==> src/rtl/motor_pwm_timer.sv <==
// Motor PWM generator with soft duty ramping and a three-preset auto-off countdown timer.
// Consumes the 3-bit speed level and reports timer expiry back to the speed FSM.
module motor_pwm_timer #(
    parameter int TICK_DIV     = 1000,
    parameter int RAMP_PERIODS = 4,
    parameter int RAMP_STEP    = 5,
    parameter int SEC_CYCLES   = 100_000_000,
    parameter int T1_SEC       = 60,
    parameter int T2_SEC       = 180,
    parameter int T3_SEC       = 300
) (
    input  logic       i_clk,
    input  logic       i_reset,
    input  logic [2:0] i_speed_state,
    input  logic       i_timer_btn,
    output logic       o_pwm,
    output logic [6:0] o_duty,
    output logic [1:0] o_timer_state,
    output logic [8:0] o_remain_sec,
    output logic       o_timer_expired
);

    localparam int PRESC_W = (TICK_DIV > 1) ? $clog2(TICK_DIV) : 1;
    localparam int RAMP_W  = (RAMP_PERIODS > 1) ? $clog2(RAMP_PERIODS) : 1;
    localparam int SEC_W   = (SEC_CYCLES > 1) ? $clog2(SEC_CYCLES) : 1;

    typedef enum logic [1:0] {
        T_OFF = 2'b00,
        T_1   = 2'b01,
        T_2   = 2'b10,
        T_3   = 2'b11
    } timer_state_t;

    logic [PRESC_W-1:0] presc_r;
    logic [6:0]         pwm_cnt_r;
    logic [RAMP_W-1:0]  ramp_cnt_r;
    logic [6:0]         cur_duty_r;
    logic               pwm_r;
    logic               btn_prev_r;
    timer_state_t       tstate_r;
    logic [8:0]         remain_r;
    logic               expired_r;
    logic [SEC_W-1:0]   sec_cnt_r;

    logic       tick_s;
    logic       boundary_s;
    logic [6:0] target_s;
    logic [6:0] next_duty_s;
    logic       press_s;
    logic       sec_wrap_s;

    function automatic logic [6:0] level_to_duty(input logic [2:0] lvl);
        case (lvl)
            3'd1:    return 7'd25;
            3'd2:    return 7'd50;
            3'd3:    return 7'd75;
            3'd4:    return 7'd100;
            default: return 7'd0;
        endcase
    endfunction

    assign tick_s     = (presc_r == PRESC_W'(TICK_DIV - 1));
    assign boundary_s = tick_s && (pwm_cnt_r == 7'd99);
    assign target_s   = level_to_duty(i_speed_state);
    assign press_s    = i_timer_btn && !btn_prev_r;
    assign sec_wrap_s = (tstate_r != T_OFF) && (sec_cnt_r == SEC_W'(SEC_CYCLES - 1));

    // One ramp step toward target, clamped so it never overshoots
    always_comb begin
        next_duty_s = cur_duty_r;
        if (target_s > cur_duty_r) begin
            if ((target_s - cur_duty_r) > 7'(RAMP_STEP)) begin
                next_duty_s = cur_duty_r + 7'(RAMP_STEP);
            end else begin
                next_duty_s = target_s;
            end
        end else if (target_s < cur_duty_r) begin
            if ((cur_duty_r - target_s) > 7'(RAMP_STEP)) begin
                next_duty_s = cur_duty_r - 7'(RAMP_STEP);
            end else begin
                next_duty_s = target_s;
            end
        end else begin
            next_duty_s = cur_duty_r;
        end
    end

    // Prescaler, PWM counter and registered PWM comparator
    always_ff @(posedge i_clk or posedge i_reset) begin
        if (i_reset) begin
            presc_r   <= '0;
            pwm_cnt_r <= 7'd0;
            pwm_r     <= 1'b0;
        end else begin
            presc_r <= tick_s ? '0 : presc_r + PRESC_W'(1);
            if (tick_s) begin
                pwm_cnt_r <= (pwm_cnt_r == 7'd99) ? 7'd0 : pwm_cnt_r + 7'd1;
            end
            pwm_r <= (pwm_cnt_r < cur_duty_r);
        end
    end

    // Duty ramp: updates only on period boundaries, except an immediate stop for target 0
    always_ff @(posedge i_clk or posedge i_reset) begin
        if (i_reset) begin
            ramp_cnt_r <= '0;
            cur_duty_r <= 7'd0;
        end else if (target_s == 7'd0) begin
            ramp_cnt_r <= '0;
            cur_duty_r <= 7'd0;
        end else if (boundary_s) begin
            if (ramp_cnt_r == RAMP_W'(RAMP_PERIODS - 1)) begin
                ramp_cnt_r <= '0;
                cur_duty_r <= next_duty_s;
            end else begin
                ramp_cnt_r <= ramp_cnt_r + RAMP_W'(1);
            end
        end
    end

    // Timer FSM with countdown; a press takes priority over a coincident expiry
    always_ff @(posedge i_clk or posedge i_reset) begin
        if (i_reset) begin
            btn_prev_r <= 1'b0;
            tstate_r   <= T_OFF;
            remain_r   <= 9'd0;
            expired_r  <= 1'b0;
            sec_cnt_r  <= '0;
        end else begin
            btn_prev_r <= i_timer_btn;
            if (press_s) begin
                sec_cnt_r <= '0;
                expired_r <= 1'b0;
                case (tstate_r)
                    T_OFF: begin tstate_r <= T_1;   remain_r <= 9'(T1_SEC); end
                    T_1:   begin tstate_r <= T_2;   remain_r <= 9'(T2_SEC); end
                    T_2:   begin tstate_r <= T_3;   remain_r <= 9'(T3_SEC); end
                    T_3:   begin tstate_r <= T_OFF; remain_r <= 9'd0;       end
                    default: begin tstate_r <= T_OFF; remain_r <= 9'd0;     end
                endcase
            end else if (sec_wrap_s) begin
                sec_cnt_r <= '0;
                if (remain_r <= 9'd1) begin
                    expired_r <= 1'b1;
                    tstate_r  <= T_OFF;
                    remain_r  <= 9'd0;
                end else begin
                    remain_r <= remain_r - 9'd1;
                end
            end else if (tstate_r != T_OFF) begin
                sec_cnt_r <= sec_cnt_r + SEC_W'(1);
            end else begin
                sec_cnt_r <= '0;
            end
        end
    end

    assign o_pwm           = pwm_r;
    assign o_duty          = cur_duty_r;
    assign o_timer_state   = tstate_r;
    assign o_remain_sec    = remain_r;
    assign o_timer_expired = expired_r;

endmodule

==> config.mk <==
export PLATFORM = sky130hd
export DESIGN_NAME = motor_pwm_timer
export DESIGN_NICKNAME = d
export VERILOG_FILES = /design/src/rtl/motor_pwm_timer.sv
export SDC_FILE = /design/constraint.sdc
export NUM_CORES = 1
export LEC_CHECK = 0
export BUFFER_PORTS_ARGS = -buffer_cell sky130_fd_sc_hd__buf_2
export CAP_MARGIN = 20
export CELL_PAD_IN_SITES_DETAIL_PLACEMENT = 1
export CELL_PAD_IN_SITES_GLOBAL_PLACEMENT = 2
export CORE_MARGIN = 3
export CORE_UTILIZATION = 35
export CTS_CLUSTER_DIAMETER = 40
export DETAILED_ROUTE_END_ITERATION = 6
export PLACE_DENSITY_LB_ADDON = 0.1
export SLEW_MARGIN = 20
export SYNTH_ARGS = -nofsm -noshare
export SYNTH_HDL_FRONTEND = slang
export SYNTH_SLANG_ARGS = --single-unit
==> constraint.sdc <==
create_clock -name i_clk -period 2.5 [get_ports i_clk]
set_input_delay 0.5 -clock i_clk [delete_from_list [all_inputs] [get_ports i_clk]]
set_output_delay 0.5 -clock i_clk [all_outputs]
set_load 0.05 [all_outputs]
==> summary.md, run 1 <==
| Metric | Value |
|---|---|
| Worst skew pair latency | 0.34 ns |
| Initial Utilization | 36.5% |
| Routed WL | 12300 um |
| Worst path buffer plus inverter count | 2 |
| Critical Path Sink Type | register |
| GRT Resource Usage Total | 18.2% |
| Post-synthesis cell area | 4450 um2 |
| Antenna-violating nets left | 0 |
| Sw Pwr | 0.00128 W |
| Hpwl dp | 8920 um |
| # diodes | 0 |
| Max_cap viols | 0 |
| Hold WC Path Type | in -> async |
| Cell count along the critical path | 11 |
| CTS Hold Bufs | 0 |
| Flops & latches, synth | 67 |
| Sequential area share after synthesis | 37.6% |
| RSZ-0062 raised after global routing | true |
| Fin nets | 632 |
| Critical Path AT | 3.01 ns |
| Initial antenna violation count | 0 |
| Largest net degree at the start of global routing | 41 |
| Top cell family by delay on the critical path | simple AND/OR/NAND/NOR gates |
| Register area | 1680 um2 |
| GP Congestion | 0.861 |
| Max clock buf depth | 2 |
| Most used flip-flop cell after synthesis | dfrtp_1 |
| Core area | 12200 um2 |
| Violated checks | negative setup slack |
| Pleak | 2.66 nW |
| Net Sw Frac | 34.8% |
| Fin crit period | 2.74 ns |
| Slowest library cell on the worst path | or4_4 |
| Worst-Margin Slew | 0.686 ns |
| Grt ovf | 0 |
| Worst Skew | 0.00777 ns |
| Post-Syn Instances | 499 |
| Reg power frac | 34.9% |
| Post-synth ARST share | 100% |
| Crit path cell chain | buf_8 -> or2b_4 -> ha_4 -> fa_2 -> o21ai_4 -> buf_4 -> o311ai_2 -> or4_4 -> mux2i_1 -> mux2_4 -> o22ai_2 |
| Finished Cell Area | 5850 um2 |
| Site row count | 40 |
| Normalized max-slew margin | 54.2% |
| I/O Buffers | 25 |
| Synth Warn # | 0 |
| Share of layout cells above drive strength 1 | 29.6% |
| CTS H-tree lvls | 3 |
| Remaining DRCs | 0 |
| Drt initial violations | 228 |
| Sink Count | 67 |
| Worst Path Required | 2.77 ns |
| First-pass GRT wire length | 20800 um |
| VDD IR max | 0.000309 V |
| Cell Pwr Density | 629 nW/um2 |
| Tcrit/Tclk final | 110% |
| Mapped Avg Cell Area | 8.93 um2 |
| Wire per inst | 16.1 um |
| Hold Vio Cnt, Final | 0 |
| Pre-antenna DRT Iters | 4 |
| Final Max Tran Viols | 0 |
| Crit Path Max Fanout | 5 |
| Cell area after placement | 5200 um2 |
| Crit Path Class | in -> reg |
| Fill cells | 1465 |
| Die area | 14100 um2 |
| Multi-input logic area | 2810 um2 |
| Final setup vio count | 7 |
| Comb pwr share | 29.3% |
| CTS tree | done |
| Clock Pin Slew Worst Setup and Hold Paths | 0.06 ns |
| Largest stage delay on the critical path | 0.62 ns |
| Area delta synth->final | 31.3% |
| CP startpoint kind | input pin |
| Status | finished with violations |
| Clock power share | 35.8% |
| Final setup margin | -0.241 ns |
| Vias post-DR | 3922 |
| Vias in the first global route | 3996 |
| Via/cell ratio | 5.12 |
| Synth cell types | 61 |
| Post-Syn Nets | 538 |
| Number of flops mapped to enable cells by yosys | 0 |
| # IOs | 26 |
| Die W | 119 um |
| Fin Setup TNS | -1.31 ns |
| Num CTS Buffers | 9 |
| Max Fclk | 365 MHz |
| Reg2Reg Depth | 10 |
| DIE HEIGHT | 119 um |
| Root Driver | clkbuf_16 |
| Power Internal | 0.00240 W |
==> cell usage after synthesis (2+ instances only) <==
library cell / n / area [um2]
mux2_1: 2 / 22.5
nor4_1: 4 / 25.0
o22ai_1: 3 / 18.8
o221ai_1: 3 / 26.3
dfrtp_1: 67 / 1680
a21oi_1: 21 / 105
a21o_1: 2 / 15.0
buf_6: 4 / 45.0
or3_1: 6 / 37.5
o41ai_1: 3 / 26.3
a21o_2: 3 / 26.3
nand2b_1: 8 / 50.1
a31oi_1: 5 / 31.3
inv_1: 24 / 90.1
clkbuf_1: 10 / 37.5
fa_1: 2 / 40.0
o21ai_1: 3 / 15.0
nor3_1: 15 / 75.1
xnor2_1: 20 / 175
o21ai_0: 32 / 160
ha_1: 31 / 388
nand4_1: 8 / 50.1
and3_1: 7 / 43.8
xor2_1: 22 / 193
nor4b_1: 2 / 17.5
o21a_1: 7 / 52.6
nor2b_1: 6 / 37.5
nor2_1: 65 / 244
nand2_1: 39 / 146
a22o_1: 3 / 26.3
nand3_1: 23 / 115
and2_1: 3 / 18.8
o311ai_1: 2 / 17.5
mux2i_1: 13 / 130
o31ai_1: 4 / 30.0
o21ai_2: 2 / 17.5
==> power groups by stage <==
| stage | clock network (W) | registers (W) | logic (W) |
|---|---|---|---|
| floorplan | 0 | 0.00154 | 0.000483 |
| global placement | 0 | 0.00130 | 0.00100 |
| detailed placement | 0 | 0.00131 | 0.00102 |
| CTS | 0.00135 | 0.00129 | 0.00106 |
| global route | 0.00140 | 0.00131 | 0.00120 |
| finish | 0.00132 | 0.00129 | 0.00108 |
==> stage by stage <==
| stage | hold WS (ns) | util (%) | worst slack (ns) | power [W] | std cells |
|---|---|---|---|---|---|
| floorplan | 0.448 | - | -0.404 | 0.00202 | 499 |
| global placement | 0.472 | 42.6 | -0.639 | 0.00231 | 738 |
| detailed placement | 0.478 | 42.6 | -0.712 | 0.00232 | 738 |
| CTS | 0.276 | 46.4 | -0.281 | 0.00370 | 757 |
| global route | 0.289 | 47.9 | -0.377 | 0.00391 | 766 |
| finish | 0.266 | 47.9 | -0.241 | 0.00368 | 766 |
==> flip-flops by register name, summed over array words and instances, names as in the netlist <==
signal / flops
btn_prev_r: 1
o_duty: 7
o_pwm: 1
o_remain_sec: 9
o_timer_expired: 1
o_timer_state: 2
presc_r: 10
pwm_cnt_r: 7
ramp_cnt_r: 2
sec_cnt_r: 27
==> what timing repair did <==
action,4_1_cts,5_1_grt
gates cloned,0,1
buffers inserted,3,9
gates resized for setup,29,29
endpoints found under the setup margin,7,12
pin swaps,14,14
==> area by class of cell <==
cell class,instances,share of cell area [%]
repair buffers,101,12.8
inverters,25,1.69
clock inverters,4,0.834
clock buffers,12,4.38
well taps,168,3.59
flip-flops and latches,67,28.8
multi-input cells,389,47.9
==> routing by layer <==
metal	global-route usage (%)	routed length, um
met5	0	0
met4	6.52	188
met3	2.66	268
met2	28.3	5820
met1	25.9	6030
==> cell usage in the layout, fill, tap and decap left out, types with 20 or more instances in the layout <==
master	count
nand3_1	23
buf_4	72
o21ai_0	29
ha_1	25
xor2_1	21
dfrtp_1	62
nand2_1	38
buf_2	23
xnor2_1	20
nor2_1	63
==> path summary, 6_finish.rpt <==
check / endpoint / from / slack, ns
worst max-delay path: o_duty[6]$_DFFE_PP0P_ / i_speed_state[2] / -0.24
worst min-delay path: presc_r[5]$_DFF_PP0_ / i_reset / 0.27
worst max register to register: o_duty[6]$_DFFE_PP0P_ / o_duty[1]$_DFFE_PP0P_ / -0.21
worst min register to register: sec_cnt_r[0]$_DFF_PP0_ / sec_cnt_r[0]$_DFF_PP0_ / 0.48
max in group asynchronous: sec_cnt_r[26]$_DFF_PP0_ / i_reset / 1.57
min in group i_clk: btn_prev_r$_DFF_PP0_ / i_timer_btn / 0.29
==> cell families (layout without fill, tap and decap cells) <==
logic type	count (synthesis)	in the layout	share of synthesized area [%]
AND/OR/NAND/NOR	197	197	21.5
AO/OA/AOI/OAI	101	101	14.4
flip-flops	67	67	37.6
buffers and inverters	43	142	4.63
XOR/XNOR	42	42	8.26
adder cells (fa/ha/maj)	33	33	9.61
multiplexers	16	16	3.93
Note: power is estimated with default switching activity, not from simulation.
==> inputs of run 2 (changes only) <==
--- a/config.mk
+++ b/config.mk
@@ -13,3 +13,2 @@
 export CORE_UTILIZATION = 35
-export CTS_CLUSTER_DIAMETER = 40
 export DETAILED_ROUTE_END_ITERATION = 6
==> constraint.sdc (replaced) <==
create_clock -name i_clk -period 2.5 [get_ports i_clk]
set_input_delay 0 -clock i_clk [delete_from_list [all_inputs] [get_ports i_clk]]
set_output_delay 0 -clock i_clk [all_outputs]
set_load 0.05 [all_outputs]
==> run 2 against run 1 <==
- the run still ends with negative setup slack left
- via count down 1.1%
- clock power up 6%
- worst setup slack better by 0.087 ns
- critical path type is now reg -> reg
- final cell count down 0.78%
- total power up 2.6%
- critical path depth down 2
- sequential cell count unchanged
==> summary.md, run 2 (synthesis results as in run 1) <==
| Metric | Value |
|---|---|
| Hold WC Path Type | in -> async |
| Worst-Margin Slew | 0.568 ns |
| # diodes | 0 |
| First-pass GRT wire length | 20400 um |
| Num CTS Buffers | 9 |
| I/O Buffers | 25 |
| Max Fclk | 377 MHz |
| Routed WL | 12300 um |
| Crit Path Class | reg -> reg |
| Critical Path Sink Type | register |
| Pre-antenna DRT Iters | 4 |
| Top cell family by delay on the critical path | simple AND/OR/NAND/NOR gates |
| Worst Path Required | 2.75 ns |
| Tcrit/Tclk final | 106% |
| Max clock buf depth | 2 |
| Normalized max-slew margin | 61.8% |
| Fin crit period | 2.65 ns |
| Largest net degree at the start of global routing | 68 |
| RSZ-0062 raised after global routing | true |
| Site row count | 40 |
| Cell Pwr Density | 649 nW/um2 |
| Area delta synth->final | 30.6% |
| Grt ovf | 0 |
| Crit path cell chain | buf_6 -> fa_2 -> o21ai_2 -> buf_4 -> o311ai_4 -> or4_4 -> mux2i_1 -> mux2_4 -> o22ai_2 |
| GP Congestion | 0.815 |
| Violated checks | negative setup slack |
| Worst path buffer plus inverter count | 2 |
| Pleak | 2.64 nW |
| Slowest library cell on the worst path | or4_4 |
| Root Driver | clkbuf_16 |
| Vias post-DR | 3878 |
| Final Util | 47.6% |
| Hold Vio Cnt, Final | 0 |
| Commonest non-fill, non-tap cells in the layout | nor2_1 (64), buf_4 (63), dfrtp_1 (60), nand2_1 (39), o21ai_0 (28) |
| Multi-input logic area | 2810 um2 |
| Die W | 119 um |
| Share of layout cells above drive strength 1 | 28.5% |
| Final setup margin | -0.154 ns |
| # IOs | 26 |
| Via/cell ratio | 5.10 |
| Vias in the first global route | 4108 |
| GRT Resource Usage Total | 17.8% |
| Setup WS pre-CTS | -0.296 ns |
| CP startpoint kind | register |
| Max_cap viols | 0 |
| Final setup vio count | 6 |
| Worst skew pair latency | 0.34 ns |
| Biggest register | sec_cnt_r |
| Initial antenna violation count | 0 |
| Status | finished with violations |
| Wire per inst | 16.2 um |
| Leading cell type in the layout, fill and taps excluded | nor2_1 |
| Antenna-violating nets left | 0 |
| Clock Pin Slew Worst Setup and Hold Paths | 0.06 ns |
| Crit Path Max Fanout | 5 |
| Register area | 1690 um2 |
| Initial Utilization | 36.5% |
| Final Max Tran Viols | 0 |
| Max reg flops | 27 |
| VDD IR max | 0.000338 V |
| Critical Path AT | 2.91 ns |
| Hpwl dp | 8870 um |
| Remaining DRCs | 0 |
| Drt initial violations | 122 |
| Die area | 14100 um2 |
| Sink Count | 67 |
| Core area | 12200 um2 |
| Worst Skew | 0.00635 ns |
| Largest stage delay on the critical path | 0.58 ns |
| CTS H-tree lvls | 3 |
| CTS tree | done |
| Fill cells | 1461 |
| Fin nets | 626 |
| DIE HEIGHT | 119 um |
-- run 2: worst reg2reg max path, stage by stage, from the launching register on --
cell and delay, ns:
dfrtp_2 0.44, buf_6 0.13, fa_2 0.41, o21ai_2 0.18, buf_4 0.16, o311ai_4 0.11, or4_4 0.58, mux2i_1 0.15
mux2_4 0.29, o22ai_2 0.12
-- run 2: final timing paths --
| check | start | end | slack (ns) | cells past startpoint |
|---|---|---|---|---|
| worst max-delay path | o_duty[1]$_DFFE_PP0P_ | o_duty[6]$_DFFE_PP0P_ | -0.15 | 9 |
| worst min-delay path | i_reset | sec_cnt_r[14]$_DFF_PP0_ | 0.29 | 4 |
| worst max register to register | o_duty[1]$_DFFE_PP0P_ | o_duty[6]$_DFFE_PP0P_ | -0.15 | 9 |
| worst min register to register | sec_cnt_r[0]$_DFF_PP0_ | sec_cnt_r[0]$_DFF_PP0_ | 0.48 | 1 |
| max in group asynchronous | i_reset | o_duty[4]$_DFFE_PP0P_ | 1.89 | 4 |
| min in group i_clk | i_speed_state[2] | o_duty[4]$_DFFE_PP0P_ | 0.35 | 5 |
-- run 2: power breakdown --
group | internal, W | total (W) | switching, W
logic | 0.000389 | 0.00108 | 0.000696
registers | 0.00118 | 0.00129 | 0.000107
clock network | 0.000902 | 0.00140 | 0.000502
-- run 2: layout make-up --
type,count,share of cell area [%]
Multi-Input combinational cell,389,48.3
Timing Repair Buffer,95,11.9
Sequential cell,67,29.0
Inverter,25,1.70
Tap cell,168,3.61
Clock buffer,12,4.24
Clock inverter,4,1.27
-- run 2: stage by stage --
| stage | setup TNS [ns] | hold WS, ns | cell area (um2) | std cells | total power (W) |
|---|---|---|---|---|---|
| after CTS | -1.08 | 0.289 | 5620 | 754 | 0.00377 |
| after detailed placement | -1.54 | 0.118 | 5230 | 734 | 0.00233 |
| final | -0.678 | 0.288 | 5820 | 760 | 0.00378 |
| after global placement | -1.29 | 0.116 | 5230 | 734 | 0.00231 |
| after global routing | -1.04 | 0.325 | 5820 | 760 | 0.00398 |
| after floorplan | -1.14 | 0.0314 | 4540 | 499 | 0.00202 |
-- run 2: what timing repair did --
action                                  CTS  global route
hold endpoints to repair                 68             0
endpoints found under the setup margin    7            11
pin swaps                                 7            19
gates resized for setup                   8            33
buffers inserted                          2             7
hold buffers                              2             0
-- run 2: metal layers --
layer	global-route usage [%]	routed length, um	up-vias	part of all wire, %
li1	-	-	1914	-
met1	23.1	5890	1920	48
met2	30.1	6000	27	49
met3	3.23	234	17	1.9
met4	6.01	202	0	1.6
met5	0	0	-	0
==> inputs of run 3 (changes only) <==
TNS_END_PERCENT = 5   (was unset)
==> run 3 against run 2 <==
- the flow still finishes with violations (negative setup slack)
- clock power is 3% lower
- sequential share of layout area grew 0.76 points
- maximum frequency is 2.6% higher
- critical path type unchanged
- highest routed layer unchanged
- register-to-register slack better by 0.07 ns
- sequential cell count did not move
- cell area decreased by 2.6%
- critical path depth is the same
==> summary.md, run 3 (synthesis results as in run 1) <==
| Metric | Value |
|---|---|
| Total power | 0.00370 W |
| Area delta synth->final | 27.2% |
| Worst Skew | 0.0105 ns |
| Fin crit period | 2.59 ns |
| Final Max Tran Viols | 0 |
| Crit Path Max Fanout | 5 |
| Final setup vio count | 4 |
| Sink Count | 67 |
| RSZ-0062 raised after global routing | true |
| Status | finished with violations |
| Max_cap viols | 0 |
| Share of layout cells above drive strength 1 | 25.9% |
| CP startpoint kind | register |
| Critical Path AT | 2.83 ns |
| First-pass GRT wire length | 20100 um |
| Max Fclk | 387 MHz |
| Commonest non-fill, non-tap cells in the layout | nor2_1 (64), dfrtp_1 (60), buf_4 (59), nand2_1 (39), o21ai_0 (30) |
| CTS tree | done |
| Pleak | 2.58 nW |
| Normalized max-slew margin | 61.0% |
| Cell Pwr Density | 653 nW/um2 |
| Initial antenna violation count | 0 |
| # IOs | 26 |
| Antenna-violating nets left | 0 |
| Hold WC Path Type | in -> async |
| Drt initial violations | 141 |
| Site row count | 40 |
| Largest net degree at the start of global routing | 44 |
| Grt ovf | 0 |
| Worst skew pair latency | 0.34 ns |
| GRT Resource Usage Total | 17.5% |
| DIE HEIGHT | 119 um |
| CTS H-tree lvls | 3 |
| Fill cells | 1463 |
| Clock Pin Slew Worst Setup and Hold Paths | 0.06 ns |
| Via/cell ratio | 5.09 |
| Worst Path Required | 2.75 ns |
| Tcrit/Tclk final | 103% |
| Placed insts | 736 |
| Wire per inst | 15.7 um |
| Root Driver | clkbuf_16 |
| Num CTS Buffers | 9 |
| Die W | 119 um |
| Crit Path Class | reg -> reg |
| Die area | 14100 um2 |
| Vias post-DR | 3841 |
| Worst-Margin Slew | 0.580 ns |
| VDD IR max | 0.000400 V |
| Max reg flops | 27 |
| Violated checks | negative setup slack |
| Biggest register | sec_cnt_r |
| Leading cell type in the layout, fill and taps excluded | nor2_1 |
| Max clock buf depth | 2 |
| Remaining DRCs | 0 |
| Hpwl dp | 8980 um |
| Routed WL | 11800 um |
| # diodes | 0 |
| Core area | 12200 um2 |
| Vias in the first global route | 4171 |
| Fin nets | 620 |
| Initial Utilization | 36.5% |
| Fin Setup TNS | -0.293 ns |
| I/O Buffers | 25 |
| GP Congestion | 0.818 |
| Pre-antenna DRT Iters | 4 |
| Hold Vio Cnt, Final | 0 |
| Critical Path Sink Type | register |
| Final Non-Filler Cells | 754 |
| Final setup margin | -0.0866 ns |
[run 3: cell count changes in the layout (fill, tap and decap cells not counted), moves of 3 or more]
cell and change:
ha_4 -3, a21oi_2 -3, buf_4 -4, buf_6 -3
a21oi_1 +3
[run 3: where the power goes]
part	switching, W	internal [W]
Combinational	0.000678	0.000377
Clock	0.000500	0.000859
Sequential	0.000107	0.00118
[run 3: worst max-delay path, stage by stage (launching register included)]
cell,delay (ns)
dfrtp_2,0.43
ha_4,0.17
fa_2,0.39
o21ai_4,0.18
a21oi_2,0.07
xnor2_1,0.13
or4_4,0.59
mux2i_1,0.16
mux2_4,0.28
o22ai_2,0.08
[run 3: final cells by class]
class	instances	area, um2	share of cell area (%)
clock buffer	12	267	4.70
inverter	25	96.3	1.70
multi-input combinational	389	2710	47.7
tap	168	210	3.71
timing repair buffer	89	648	11.4
clock inverter	4	55.1	0.971
sequential	67	1690	29.7
[run 3: layer usage]
metal	vias to the layer above	track usage, %	wire [um]
met5	-	0	0
met4	0	5.07	176
met3	17	3.37	278
met2	31	30.3	5770
met1	1887	22.4	5600
li1	1906	-	-
[run 3: through the flow]
| step | area [um2] | util, % | setup slack (ns) | hold slack, ns |
|---|---|---|---|---|
| finish | 5670 | 46.4 | -0.0866 | 0.270 |
| global route | 5670 | 46.4 | -0.213 | 0.334 |
| CTS | 5620 | 46.0 | -0.108 | 0.279 |
| detailed placement | 5250 | 43.0 | -0.297 | 0.102 |
| global placement | 5250 | 43.0 | -0.267 | 0.0984 |
| floorplan | 4540 | - | -0.242 | 0.0314 |
[run 3: timing repair]
item	CTS	global route
endpoints found under the hold margin	25	0
pin swaps	2	4
hold buffers	2	0
resized for setup	5	14
gates cloned	0	0
setup buffers	1	0
setup endpoints to repair	6	11
[run 3: path summary, 6_finish.rpt]
path	startpoint	to	slack, ns	cells past startpoint
setup reg to reg	o_duty[0]$_DFFE_PP0P_	o_duty[6]$_DFFE_PP0P_	-0.09	9
min in group i_clk	i_timer_btn	btn_prev_r$_DFF_PP0_	0.35	2
setup / recovery	o_duty[0]$_DFFE_PP0P_	o_duty[6]$_DFFE_PP0P_	-0.09	9
hold reg to reg	presc_r[0]$_DFF_PP0_	presc_r[0]$_DFF_PP0_	0.49	1
max in group asynchronous	i_reset	o_duty[5]$_DFFE_PP0P_	1.56	4
hold / removal	i_reset	presc_r[4]$_DFF_PP0_	0.27	3
